[src/rtl/axil_pkg.sv]
// ============================================================================
// Module  : axil_pkg
// Purpose : Shared arbiter state encoding and AXI-lite response codes.
// Rev     : 1.0  initial release
// ============================================================================
`default_nettype none

package axil_pkg;

    typedef enum logic [1:0] {
        IDLE  = 2'd0,
        WRITE = 2'd1,
        READ  = 2'd2
    } arb_state_t;

    localparam logic [1:0] OKAY   = 2'b00;
    localparam logic [1:0] SLVERR = 2'b10;

endpackage

`default_nettype wire

[src/rtl/axil_arbiter_2x1_if.sv]
// ============================================================================
// Module  : axil_if
// Purpose : AXI-lite channel bundle with master/slave views.
// Rev     : 1.0  initial release
// ============================================================================
`default_nettype none

interface axil_if #(
    parameter int ADDR_WIDTH = 24,
    parameter int DATA_WIDTH = 32
);
    localparam int STRB_WIDTH = DATA_WIDTH / 8;

    logic [ADDR_WIDTH-1:0] awaddr;
    logic [2:0]            awprot;
    logic                  awvalid;
    logic                  awready;
    logic [DATA_WIDTH-1:0] wdata;
    logic [STRB_WIDTH-1:0] wstrb;
    logic                  wvalid;
    logic                  wready;
    logic [1:0]            bresp;
    logic                  bvalid;
    logic                  bready;
    logic [ADDR_WIDTH-1:0] araddr;
    logic [2:0]            arprot;
    logic                  arvalid;
    logic                  arready;
    logic [DATA_WIDTH-1:0] rdata;
    logic [1:0]            rresp;
    logic                  rvalid;
    logic                  rready;

    modport master (
        output awaddr, awprot, awvalid, wdata, wstrb, wvalid, bready,
        output araddr, arprot, arvalid, rready,
        input  awready, wready, bresp, bvalid, arready, rdata, rresp, rvalid
    );

    modport slave (
        input  awaddr, awprot, awvalid, wdata, wstrb, wvalid, bready,
        input  araddr, arprot, arvalid, rready,
        output awready, wready, bresp, bvalid, arready, rdata, rresp, rvalid
    );

endinterface

`default_nettype wire

[src/rtl/axil_arb_sel.sv]
// ============================================================================
// Module  : axil_arb_sel
// Purpose : Two-input grant selector; round-robin when AXIL_ARB_RR_EN is
//           defined, fixed priority (requester 0 first) otherwise.
// Rev     : 1.0  initial release
// ============================================================================
`default_nettype none

module axil_arb_sel (
    input  wire logic [1:0] i_req,
    input  wire logic       i_last_grant,
    output logic            o_grant,
    output logic            o_valid
);

    assign o_valid = |i_req;

`ifdef AXIL_ARB_RR_EN
    // On a tie the requester that did not win last time goes next.
    always_comb begin
        o_grant = i_req[1];
        if (i_req == 2'b11) begin
            o_grant = ~i_last_grant;
        end
    end
`else
    logic w_unused_last_grant;
    assign w_unused_last_grant = i_last_grant;
    assign o_grant             = i_req[1] & ~i_req[0];
`endif

endmodule

`default_nettype wire

[src/rtl/axil_arbiter_2x1.sv]
// ============================================================================
// Module  : axil_arbiter_2x1
// Purpose : Two-requester AXI-lite arbiter, one transaction in flight.
//           AXIL_ARB_RR_EN selects round-robin instead of fixed priority.
// Rev     : 1.0  initial release
// ============================================================================
`default_nettype none

module axil_arbiter_2x1
    import axil_pkg::*;
#(
    parameter int ADDR_WIDTH = 24,
    parameter int DATA_WIDTH = 32
) (
    input  wire logic clk,
    input  wire logic rst,
    axil_if.slave     s0_axil,
    axil_if.slave     s1_axil,
    axil_if.master    m_axil
);

    localparam int STRB_WIDTH = DATA_WIDTH / 8;

    arb_state_t r_state;
    arb_state_t w_state_nxt;
    logic       r_grant;
    logic       r_aw_done;
    logic       r_w_done;
    logic       r_ar_done;
    logic       w_last_grant;
    logic       w_sel;
    logic       w_any_req;
    logic       w_sel_awvalid;
    logic [1:0] w_req;
    logic       w_aw_hs, w_w_hs, w_b_hs, w_ar_hs, w_r_hs;

    // Signals of the currently granted requester.
    logic [ADDR_WIDTH-1:0] w_g_awaddr, w_g_araddr;
    logic [2:0]            w_g_awprot, w_g_arprot;
    logic [DATA_WIDTH-1:0] w_g_wdata;
    logic [STRB_WIDTH-1:0] w_g_wstrb;
    logic                  w_g_awvalid, w_g_wvalid, w_g_bready, w_g_arvalid, w_g_rready;

    // Response-side values destined for the granted requester.
    logic                  w_up_awready, w_up_wready, w_up_bvalid, w_up_arready, w_up_rvalid;
    logic [1:0]            w_up_bresp, w_up_rresp;
    logic [DATA_WIDTH-1:0] w_up_rdata;

    assign w_req = {s1_axil.awvalid | s1_axil.arvalid, s0_axil.awvalid | s0_axil.arvalid};
    assign w_sel_awvalid = w_sel ? s1_axil.awvalid : s0_axil.awvalid;

    axil_arb_sel u_sel (
        .i_req        (w_req),
        .i_last_grant (w_last_grant),
        .o_grant      (w_sel),
        .o_valid      (w_any_req)
    );

`ifdef AXIL_ARB_RR_EN
    logic r_last_grant;
    always_ff @(posedge clk) begin
        if (!rst) begin
            r_last_grant <= 1'b1;
        end else if (r_state == IDLE && w_any_req) begin
            r_last_grant <= w_sel;
        end
    end
    assign w_last_grant = r_last_grant;
`else
    assign w_last_grant = 1'b1;
`endif

    assign w_g_awaddr  = r_grant ? s1_axil.awaddr  : s0_axil.awaddr;
    assign w_g_awprot  = r_grant ? s1_axil.awprot  : s0_axil.awprot;
    assign w_g_awvalid = r_grant ? s1_axil.awvalid : s0_axil.awvalid;
    assign w_g_wdata   = r_grant ? s1_axil.wdata   : s0_axil.wdata;
    assign w_g_wstrb   = r_grant ? s1_axil.wstrb   : s0_axil.wstrb;
    assign w_g_wvalid  = r_grant ? s1_axil.wvalid  : s0_axil.wvalid;
    assign w_g_bready  = r_grant ? s1_axil.bready  : s0_axil.bready;
    assign w_g_araddr  = r_grant ? s1_axil.araddr  : s0_axil.araddr;
    assign w_g_arprot  = r_grant ? s1_axil.arprot  : s0_axil.arprot;
    assign w_g_arvalid = r_grant ? s1_axil.arvalid : s0_axil.arvalid;
    assign w_g_rready  = r_grant ? s1_axil.rready  : s0_axil.rready;

    assign w_aw_hs = m_axil.awvalid & m_axil.awready;
    assign w_w_hs  = m_axil.wvalid  & m_axil.wready;
    assign w_b_hs  = m_axil.bvalid  & m_axil.bready;
    assign w_ar_hs = m_axil.arvalid & m_axil.arready;
    assign w_r_hs  = m_axil.rvalid  & m_axil.rready;

    always_ff @(posedge clk) begin
        if (!rst) begin
            r_state   <= IDLE;
            r_grant   <= 1'b0;
            r_aw_done <= 1'b0;
            r_w_done  <= 1'b0;
            r_ar_done <= 1'b0;
        end else begin
            r_state   <= w_state_nxt;
            r_aw_done <= (r_aw_done | w_aw_hs) & ~w_b_hs;
            r_w_done  <= (r_w_done  | w_w_hs)  & ~w_b_hs;
            r_ar_done <= (r_ar_done | w_ar_hs) & ~w_r_hs;
            if (r_state == IDLE && w_any_req) begin
                r_grant <= w_sel;
            end
        end
    end

    always_comb begin
        w_state_nxt    = r_state;
        m_axil.awaddr  = '0;
        m_axil.awprot  = '0;
        m_axil.awvalid = 1'b0;
        m_axil.wdata   = '0;
        m_axil.wstrb   = '0;
        m_axil.wvalid  = 1'b0;
        m_axil.bready  = 1'b0;
        m_axil.araddr  = '0;
        m_axil.arprot  = '0;
        m_axil.arvalid = 1'b0;
        m_axil.rready  = 1'b0;
        w_up_awready   = 1'b0;
        w_up_wready    = 1'b0;
        w_up_bvalid    = 1'b0;
        w_up_bresp     = '0;
        w_up_arready   = 1'b0;
        w_up_rvalid    = 1'b0;
        w_up_rdata     = '0;
        w_up_rresp     = '0;
        case (r_state)
            IDLE: begin
                if (w_any_req) begin
                    w_state_nxt = w_sel_awvalid ? WRITE : READ;
                end
            end
            WRITE: begin
                m_axil.awaddr  = w_g_awaddr;
                m_axil.awprot  = w_g_awprot;
                m_axil.awvalid = w_g_awvalid & ~r_aw_done;
                w_up_awready   = m_axil.awready & ~r_aw_done;
                m_axil.wdata   = w_g_wdata;
                m_axil.wstrb   = w_g_wstrb;
                m_axil.wvalid  = w_g_wvalid & ~r_w_done;
                w_up_wready    = m_axil.wready & ~r_w_done;
                // B is only exposed once both address and data have been accepted.
                if (r_aw_done && r_w_done) begin
                    m_axil.bready = w_g_bready;
                    w_up_bvalid   = m_axil.bvalid;
                    w_up_bresp    = m_axil.bresp;
                    if (m_axil.bvalid && w_g_bready) begin
                        w_state_nxt = IDLE;
                    end
                end
            end
            READ: begin
                m_axil.araddr  = w_g_araddr;
                m_axil.arprot  = w_g_arprot;
                m_axil.arvalid = w_g_arvalid & ~r_ar_done;
                w_up_arready   = m_axil.arready & ~r_ar_done;
                if (r_ar_done) begin
                    m_axil.rready = w_g_rready;
                    w_up_rvalid   = m_axil.rvalid;
                    w_up_rdata    = m_axil.rdata;
                    w_up_rresp    = m_axil.rresp;
                    if (m_axil.rvalid && w_g_rready) begin
                        w_state_nxt = IDLE;
                    end
                end
            end
            default: w_state_nxt = IDLE;
        endcase
    end

    // w_up_* are all zero in IDLE, so routing only needs the grant bit.
    assign s0_axil.awready = ~r_grant & w_up_awready;
    assign s0_axil.wready  = ~r_grant & w_up_wready;
    assign s0_axil.bvalid  = ~r_grant & w_up_bvalid;
    assign s0_axil.bresp   = r_grant ? 2'b00 : w_up_bresp;
    assign s0_axil.arready = ~r_grant & w_up_arready;
    assign s0_axil.rvalid  = ~r_grant & w_up_rvalid;
    assign s0_axil.rdata   = r_grant ? '0 : w_up_rdata;
    assign s0_axil.rresp   = r_grant ? 2'b00 : w_up_rresp;

    assign s1_axil.awready = r_grant & w_up_awready;
    assign s1_axil.wready  = r_grant & w_up_wready;
    assign s1_axil.bvalid  = r_grant & w_up_bvalid;
    assign s1_axil.bresp   = r_grant ? w_up_bresp : 2'b00;
    assign s1_axil.arready = r_grant & w_up_arready;
    assign s1_axil.rvalid  = r_grant & w_up_rvalid;
    assign s1_axil.rdata   = r_grant ? w_up_rdata : '0;
    assign s1_axil.rresp   = r_grant ? w_up_rresp : 2'b00;

endmodule

`default_nettype wire

[src/flat_wrapper.sv]
// flat-port wrapper written by rule: the top's interface ports become plain ports
module axil_arbiter_2x1_flat import axil_pkg::*;
#(
    parameter int ADDR_WIDTH = 24,
    parameter int DATA_WIDTH = 32
)
  (clk, rst, s0_axil_awaddr, s0_axil_awprot, s0_axil_awvalid, s0_axil_wdata, s0_axil_wstrb, s0_axil_wvalid, s0_axil_bready, s0_axil_araddr, s0_axil_arprot, s0_axil_arvalid, s0_axil_rready, s0_axil_awready, s0_axil_wready, s0_axil_bresp, s0_axil_bvalid, s0_axil_arready, s0_axil_rdata, s0_axil_rresp, s0_axil_rvalid, s1_axil_awaddr, s1_axil_awprot, s1_axil_awvalid, s1_axil_wdata, s1_axil_wstrb, s1_axil_wvalid, s1_axil_bready, s1_axil_araddr, s1_axil_arprot, s1_axil_arvalid, s1_axil_rready, s1_axil_awready, s1_axil_wready, s1_axil_bresp, s1_axil_bvalid, s1_axil_arready, s1_axil_rdata, s1_axil_rresp, s1_axil_rvalid, m_axil_awaddr, m_axil_awprot, m_axil_awvalid, m_axil_wdata, m_axil_wstrb, m_axil_wvalid, m_axil_bready, m_axil_araddr, m_axil_arprot, m_axil_arvalid, m_axil_rready, m_axil_awready, m_axil_wready, m_axil_bresp, m_axil_bvalid, m_axil_arready, m_axil_rdata, m_axil_rresp, m_axil_rvalid);
  axil_if #(.ADDR_WIDTH(ADDR_WIDTH), .DATA_WIDTH(DATA_WIDTH)) s0_axil_i ();
  axil_if #(.ADDR_WIDTH(ADDR_WIDTH), .DATA_WIDTH(DATA_WIDTH)) s1_axil_i ();
  axil_if #(.ADDR_WIDTH(ADDR_WIDTH), .DATA_WIDTH(DATA_WIDTH)) m_axil_i ();
  input  wire logic clk;
  input  wire logic rst;
  input wire logic [$bits(s0_axil_i.awaddr)-1:0] s0_axil_awaddr;
  input wire logic [$bits(s0_axil_i.awprot)-1:0] s0_axil_awprot;
  input wire logic [$bits(s0_axil_i.awvalid)-1:0] s0_axil_awvalid;
  input wire logic [$bits(s0_axil_i.wdata)-1:0] s0_axil_wdata;
  input wire logic [$bits(s0_axil_i.wstrb)-1:0] s0_axil_wstrb;
  input wire logic [$bits(s0_axil_i.wvalid)-1:0] s0_axil_wvalid;
  input wire logic [$bits(s0_axil_i.bready)-1:0] s0_axil_bready;
  input wire logic [$bits(s0_axil_i.araddr)-1:0] s0_axil_araddr;
  input wire logic [$bits(s0_axil_i.arprot)-1:0] s0_axil_arprot;
  input wire logic [$bits(s0_axil_i.arvalid)-1:0] s0_axil_arvalid;
  input wire logic [$bits(s0_axil_i.rready)-1:0] s0_axil_rready;
  output wire logic [$bits(s0_axil_i.awready)-1:0] s0_axil_awready;
  output wire logic [$bits(s0_axil_i.wready)-1:0] s0_axil_wready;
  output wire logic [$bits(s0_axil_i.bresp)-1:0] s0_axil_bresp;
  output wire logic [$bits(s0_axil_i.bvalid)-1:0] s0_axil_bvalid;
  output wire logic [$bits(s0_axil_i.arready)-1:0] s0_axil_arready;
  output wire logic [$bits(s0_axil_i.rdata)-1:0] s0_axil_rdata;
  output wire logic [$bits(s0_axil_i.rresp)-1:0] s0_axil_rresp;
  output wire logic [$bits(s0_axil_i.rvalid)-1:0] s0_axil_rvalid;
  input wire logic [$bits(s1_axil_i.awaddr)-1:0] s1_axil_awaddr;
  input wire logic [$bits(s1_axil_i.awprot)-1:0] s1_axil_awprot;
  input wire logic [$bits(s1_axil_i.awvalid)-1:0] s1_axil_awvalid;
  input wire logic [$bits(s1_axil_i.wdata)-1:0] s1_axil_wdata;
  input wire logic [$bits(s1_axil_i.wstrb)-1:0] s1_axil_wstrb;
  input wire logic [$bits(s1_axil_i.wvalid)-1:0] s1_axil_wvalid;
  input wire logic [$bits(s1_axil_i.bready)-1:0] s1_axil_bready;
  input wire logic [$bits(s1_axil_i.araddr)-1:0] s1_axil_araddr;
  input wire logic [$bits(s1_axil_i.arprot)-1:0] s1_axil_arprot;
  input wire logic [$bits(s1_axil_i.arvalid)-1:0] s1_axil_arvalid;
  input wire logic [$bits(s1_axil_i.rready)-1:0] s1_axil_rready;
  output wire logic [$bits(s1_axil_i.awready)-1:0] s1_axil_awready;
  output wire logic [$bits(s1_axil_i.wready)-1:0] s1_axil_wready;
  output wire logic [$bits(s1_axil_i.bresp)-1:0] s1_axil_bresp;
  output wire logic [$bits(s1_axil_i.bvalid)-1:0] s1_axil_bvalid;
  output wire logic [$bits(s1_axil_i.arready)-1:0] s1_axil_arready;
  output wire logic [$bits(s1_axil_i.rdata)-1:0] s1_axil_rdata;
  output wire logic [$bits(s1_axil_i.rresp)-1:0] s1_axil_rresp;
  output wire logic [$bits(s1_axil_i.rvalid)-1:0] s1_axil_rvalid;
  output wire logic [$bits(m_axil_i.awaddr)-1:0] m_axil_awaddr;
  output wire logic [$bits(m_axil_i.awprot)-1:0] m_axil_awprot;
  output wire logic [$bits(m_axil_i.awvalid)-1:0] m_axil_awvalid;
  output wire logic [$bits(m_axil_i.wdata)-1:0] m_axil_wdata;
  output wire logic [$bits(m_axil_i.wstrb)-1:0] m_axil_wstrb;
  output wire logic [$bits(m_axil_i.wvalid)-1:0] m_axil_wvalid;
  output wire logic [$bits(m_axil_i.bready)-1:0] m_axil_bready;
  output wire logic [$bits(m_axil_i.araddr)-1:0] m_axil_araddr;
  output wire logic [$bits(m_axil_i.arprot)-1:0] m_axil_arprot;
  output wire logic [$bits(m_axil_i.arvalid)-1:0] m_axil_arvalid;
  output wire logic [$bits(m_axil_i.rready)-1:0] m_axil_rready;
  input wire logic [$bits(m_axil_i.awready)-1:0] m_axil_awready;
  input wire logic [$bits(m_axil_i.wready)-1:0] m_axil_wready;
  input wire logic [$bits(m_axil_i.bresp)-1:0] m_axil_bresp;
  input wire logic [$bits(m_axil_i.bvalid)-1:0] m_axil_bvalid;
  input wire logic [$bits(m_axil_i.arready)-1:0] m_axil_arready;
  input wire logic [$bits(m_axil_i.rdata)-1:0] m_axil_rdata;
  input wire logic [$bits(m_axil_i.rresp)-1:0] m_axil_rresp;
  input wire logic [$bits(m_axil_i.rvalid)-1:0] m_axil_rvalid;
  assign s0_axil_i.awaddr = s0_axil_awaddr;
  assign s0_axil_i.awprot = s0_axil_awprot;
  assign s0_axil_i.awvalid = s0_axil_awvalid;
  assign s0_axil_i.wdata = s0_axil_wdata;
  assign s0_axil_i.wstrb = s0_axil_wstrb;
  assign s0_axil_i.wvalid = s0_axil_wvalid;
  assign s0_axil_i.bready = s0_axil_bready;
  assign s0_axil_i.araddr = s0_axil_araddr;
  assign s0_axil_i.arprot = s0_axil_arprot;
  assign s0_axil_i.arvalid = s0_axil_arvalid;
  assign s0_axil_i.rready = s0_axil_rready;
  assign s0_axil_awready = s0_axil_i.awready;
  assign s0_axil_wready = s0_axil_i.wready;
  assign s0_axil_bresp = s0_axil_i.bresp;
  assign s0_axil_bvalid = s0_axil_i.bvalid;
  assign s0_axil_arready = s0_axil_i.arready;
  assign s0_axil_rdata = s0_axil_i.rdata;
  assign s0_axil_rresp = s0_axil_i.rresp;
  assign s0_axil_rvalid = s0_axil_i.rvalid;
  assign s1_axil_i.awaddr = s1_axil_awaddr;
  assign s1_axil_i.awprot = s1_axil_awprot;
  assign s1_axil_i.awvalid = s1_axil_awvalid;
  assign s1_axil_i.wdata = s1_axil_wdata;
  assign s1_axil_i.wstrb = s1_axil_wstrb;
  assign s1_axil_i.wvalid = s1_axil_wvalid;
  assign s1_axil_i.bready = s1_axil_bready;
  assign s1_axil_i.araddr = s1_axil_araddr;
  assign s1_axil_i.arprot = s1_axil_arprot;
  assign s1_axil_i.arvalid = s1_axil_arvalid;
  assign s1_axil_i.rready = s1_axil_rready;
  assign s1_axil_awready = s1_axil_i.awready;
  assign s1_axil_wready = s1_axil_i.wready;
  assign s1_axil_bresp = s1_axil_i.bresp;
  assign s1_axil_bvalid = s1_axil_i.bvalid;
  assign s1_axil_arready = s1_axil_i.arready;
  assign s1_axil_rdata = s1_axil_i.rdata;
  assign s1_axil_rresp = s1_axil_i.rresp;
  assign s1_axil_rvalid = s1_axil_i.rvalid;
  assign m_axil_awaddr = m_axil_i.awaddr;
  assign m_axil_awprot = m_axil_i.awprot;
  assign m_axil_awvalid = m_axil_i.awvalid;
  assign m_axil_wdata = m_axil_i.wdata;
  assign m_axil_wstrb = m_axil_i.wstrb;
  assign m_axil_wvalid = m_axil_i.wvalid;
  assign m_axil_bready = m_axil_i.bready;
  assign m_axil_araddr = m_axil_i.araddr;
  assign m_axil_arprot = m_axil_i.arprot;
  assign m_axil_arvalid = m_axil_i.arvalid;
  assign m_axil_rready = m_axil_i.rready;
  assign m_axil_i.awready = m_axil_awready;
  assign m_axil_i.wready = m_axil_wready;
  assign m_axil_i.bresp = m_axil_bresp;
  assign m_axil_i.bvalid = m_axil_bvalid;
  assign m_axil_i.arready = m_axil_arready;
  assign m_axil_i.rdata = m_axil_rdata;
  assign m_axil_i.rresp = m_axil_rresp;
  assign m_axil_i.rvalid = m_axil_rvalid;
  axil_arbiter_2x1 #(.ADDR_WIDTH(ADDR_WIDTH), .DATA_WIDTH(DATA_WIDTH)) u_core (.clk(clk), .rst(rst), .s0_axil(s0_axil_i), .s1_axil(s1_axil_i), .m_axil(m_axil_i));
endmodule
[config.mk]
export PLATFORM = sky130hd
export DESIGN_NAME = axil_arbiter_2x1_flat
export DESIGN_NICKNAME = d
export VERILOG_FILES = /design/src/rtl/axil_pkg.sv /design/src/rtl/axil_arbiter_2x1_if.sv /design/src/rtl/axil_arb_sel.sv /design/src/rtl/axil_arbiter_2x1.sv /design/src/flat_wrapper.sv
export SDC_FILE = /design/constraint.sdc
export NUM_CORES = 1
export LEC_CHECK = 0
export ABC_AREA = 1
export CAP_MARGIN = 20
export CELL_PAD_IN_SITES_DETAIL_PLACEMENT = 1
export CELL_PAD_IN_SITES_GLOBAL_PLACEMENT = 1
export CORE_AREA = 2 2 158 160
export DETAILED_ROUTE_END_ITERATION = 8
export DIE_AREA = 0 0 160 162
export PLACE_DENSITY_LB_ADDON = 0.25
export SYNTH_ARGS = -nofsm -noshare
export SYNTH_HDL_FRONTEND = slang
export SYNTH_HIERARCHICAL = 1
export SYNTH_SLANG_ARGS = --single-unit
[constraint.sdc]
create_clock -name clk -period 1.2 [get_ports clk]
set_input_delay 0.36 -clock clk [delete_from_list [all_inputs] [get_ports clk]]
set_output_delay 0.36 -clock clk [all_outputs]
set_load 0.1 [all_outputs]
==> Word level (Yosys, flattened, before mapping) <==
Cells that the tools add are included.
{ "totals": {"inputBits": 233, "wordCells": 107, "output_inout_bits": 177, "reg_bits": 6} }
{ "classes": {"n_reduce_logical": 7, "mux": 51, "eq_ne": 7, "bitwise": 37} }
{ "op_table": {"columns": ["op", "count"], "rows": [
  ["32-bit two-way mux", 6],
  ["24-bit two-way mux", 4],
  ["2-bit two-way mux", 14],
  ["1-bit bitwise AND", 25],
  ["1-bit two-way mux", 20],
  ["3-bit two-way mux", 4],
  ["2-bit by 1-bit inequality test with 1-bit output, second input constant", 5],
  ["4-bit two-way mux", 2],
  ["1-bit NOT", 7],
  ["2-bit one-hot mux with 3 select lines", 1],
  ["1-bit OR", 5],
  ["5-bit AND reduction", 1],
  ["1-bit logical AND", 4],
  ["2-bit by 1-bit equality test with 1-bit output, second input constant", 1],
  ["2-bit equality test, second input constant", 1],
  ["2-bit logical NOT", 1],
  ["2-bit OR reduction", 1]
]} }

==> Depth between registers and ports, before layout <==
{ "logic_depth": {"ltp_word": 7, "ltp_mapped": 12} }

==> By module <==
The synthesis kept the hierarchy.
{ "by_module_without_submodules": {"columns": ["module", "cells_per_inst", "instances", "area_per_inst_um2", "seq_area_each_um2"], "rows": [
  ["axil_arbiter_2x1", 528, 1, 2371.0, 120.1],
  ["axil_arb_sel", 4, 1, 15.0, 0.0]
]} }

==> Least setup slack after synthesis <==
No wires, ideal clock.
{ "synth_timing": {"kind": "register to output", "start": "register u_core.r_grant", "end": "output port s1_axil_bresp[0]", "arrival_time_ps": 2831, "required_time_ps": 840, "stages_incl_launch_ff": 5, "setup_slack_ps": -1991, "path_cell_list": "dfxtp_1 inv_2 buf_2 buf_2 nor3_1"} }
{ "synth_between": {"elab_chain_cells": 1} }
{ "synth_lines": {"columns": ["item", "line_no", "source"], "rows": [
  ["start: declaration", "axil_arbiter_2x1.sv:26", "logic r_grant;"],
  ["start signal: assignment", "axil_arbiter_2x1.sv:104", "r_grant <= w_sel;"],
  ["2-bit two-way mux", "axil_arbiter_2x1.sv:187", "assign s1_axil.bresp = r_grant ? w_up_bresp : 2'b00;"],
  ["end: declaration", "flat_wrapper.sv:45", "output wire logic [$bits(s1_axil_i.bresp)-1:0] s1_axil_bresp;"]
]} }
No other way between the ends.

==> Worst setup path after layout <==
{ "layout_timing": {"start": "register u_core.r_grant", "end": "output port s1_axil_rdata[9]"} }
{ "layout_between": {"elab_chain_cells": 1} }
{ "layout_lines": {"columns": ["item", "line_no", "source"], "rows": [
  ["32-bit two-way mux", "axil_arbiter_2x1.sv:190", "assign s1_axil.rdata = r_grant ? w_up_rdata : '0;"],
  ["end: declaration", "flat_wrapper.sv:48", "output wire logic [$bits(s1_axil_i.rdata)-1:0] s1_axil_rdata;"]
]} }
No other way between the ends.

==> qor.yml <==
run_status: "complete, but fails checks"
violations: "setup timing"
final_common_cell: "clkdlybuf4s50_1"
clockBufferDepth: 2
path_clk_slew_ps: 40
p_total_uw: 20400
syn_to_final_growth_pct: 425
gr-usage-all-layers_pct: 17.1
grt_pass1_wl_um: 35300
vias: 5831
routed_wirelength_um: 27200
synth_nets: 764
htree_levels: 1
critPathCapture: "s1_axil_rdata[9]"
netlist_instances: 531
cp-start-kind: "flop"
place_inst: 1361
reg2reg_to: "u_core/r_ar_done"
cp_slowest_cell: "dfxtp_4"
cts_sinks: 6
placementRows: 57
die_area_sq_um: 25900
cts_root_buffer: "clkbuf_16"
die_w_um: 160
rsz0062_at_grt: "yes"
drt_first_iter_violations: 197
grt_pass1_vias: 6120
antenna_cells: 0
fp.dieH_um: 162
final_cell_mix: "clkdlybuf4s50_1, buf_12, nand2_1, a21oi_4, buf_4"
r2r-start: "u_core/r_state[0]"
fin_tns_setup_ps: -114520
cp_max_fo: 12
antenna_found_initial: 0
ir_drop_mv: 1.01
crit_path_start: "u_core/r_grant"
cp-end-kind: "primary output"
dpl_worst_slack_ps: -610
cts_buffers: 3
portBuffers: 409
p_leak_uw: 0.00502
rrSetupSlack_ps: -240
clock_skew_ps: 0.419
worstMarginPinSlew_ps: 299
final_cells: 1385
grt_max_degree: 39
io_pins: 410
via_per_inst: 4.21
hp-class: "flop to flop"
grt-ovfl-total: 0
yosysWarningCount: 6
finalSetupViolCount: 183
crit_top_cell: "buf_12"
drcViolationCount: 0
layout-drive-gt1-share_pct: 54.3
cts_tree: "built"
start_util_pct: 9.88
timing.final.ws_setup_ps: -785
syn-cell-area_sq_um: 2380
period_share_pct: 165
firstDrtPassIters: 6
whs_ps: 561
insertion_delay_ps: 230
min_period_ps: 1980
power.density_nw_per_um2: 1630
hold_viol: 0
dp_hpwl_um: 19800
nets: 1295
ant_nets: 0
wl_per_cell_um: 19.6
max_freq_ghz: 0.504
reg2reg_depth: 10
critPathRequiredTime_ps: 840
max_cap_viol_count: 0
max_stage_delay_ps: 410
path_cells: "inv_8 > buf_12 > buf_16 > nor3_2 > buf_4 > buf_12"
avgSynthCellArea_sq_um: 4.49
holdCritStartpoint: "u_core/r_w_done"
cp_data_arrival_time_ps: 1620
crit_type: "flop to primary output"
gp_congestion: 0.789
slew_violations: 0
core-area_sq_um: 24100
slew_headroom_pct: 80.0
state kept, by name (all words and copies together) (netlist names):
| name | cells |
|---|---|
| u_core/r_ar_done | 1 |
| u_core/r_aw_done | 1 |
| u_core/r_grant | 1 |
| u_core/r_state | 2 |
| u_core/r_w_done | 1 |
timing repair:
action,in CTS,in global routing
pin swaps,7,8
setup endpoints to repair,183,183
cloned,1,16
setup buffers,6,9
hold buffers,0,0
gates resized for setup,92,130
layer usage:
layer | global-route usage (%) | vias to the layer above | routed length [um]
met1 | 18.1 | 2801 | 9590
met2 | 34.2 | 239 | 15300
li1 | - | 2757 | -
met3 | 4.65 | 34 | 1790
met4 | 2.54 | 0 | 553
met5 | 0 | - | 0
critical path: cells and delay by family (launching register included):
family / cells / cell delay, ps
simple gates: 1 / 240
buf+inv: 5 / 720
flops: 1 / 410
final cells by class:
type,count,area (sq um)
clock buffers,4,78.8
inverters,63,259
multi-input cells,418,3810
repair buffers,570,7830
flip-flops and latches,6,133
well taps,324,405
fillers,2562,11600
how the worst min path moves through the flow:
stage / endpoint / slack, ps / depth (start not counted)
5_1_grt: u_core/r_w_done / 610 / 2
3_5_place_dp: u_core/r_w_done / 520 / 2
6_report: u_core/r_w_done / 560 / 2
3_3_place_gp: u_core/r_w_done / 520 / 2
2_1_floorplan: u_core/r_aw_done / 460 / 2
4_1_cts: u_core/r_w_done / 560 / 2
report_power, final:
part / internal (uW) / switching [uW] / leakage [uW]
clock network: 442 / 126 / 0.0000382
logic: 7400 / 12100 / 0.00493
registers: 283 / 110 / 0.0000515
metrics by stage:
| stage | util (%) | cell area (sq um) |
|---|---|---|
| after floorplan | - | 3790 |
| after global placement | 45.9 | 11100 |
| after detailed placement | 45.9 | 11100 |
| after CTS | 48.1 | 11600 |
| after global routing | 51.9 | 12500 |
| final | 51.9 | 12500 |
Note: power is estimated with default switching activity, not from simulation.
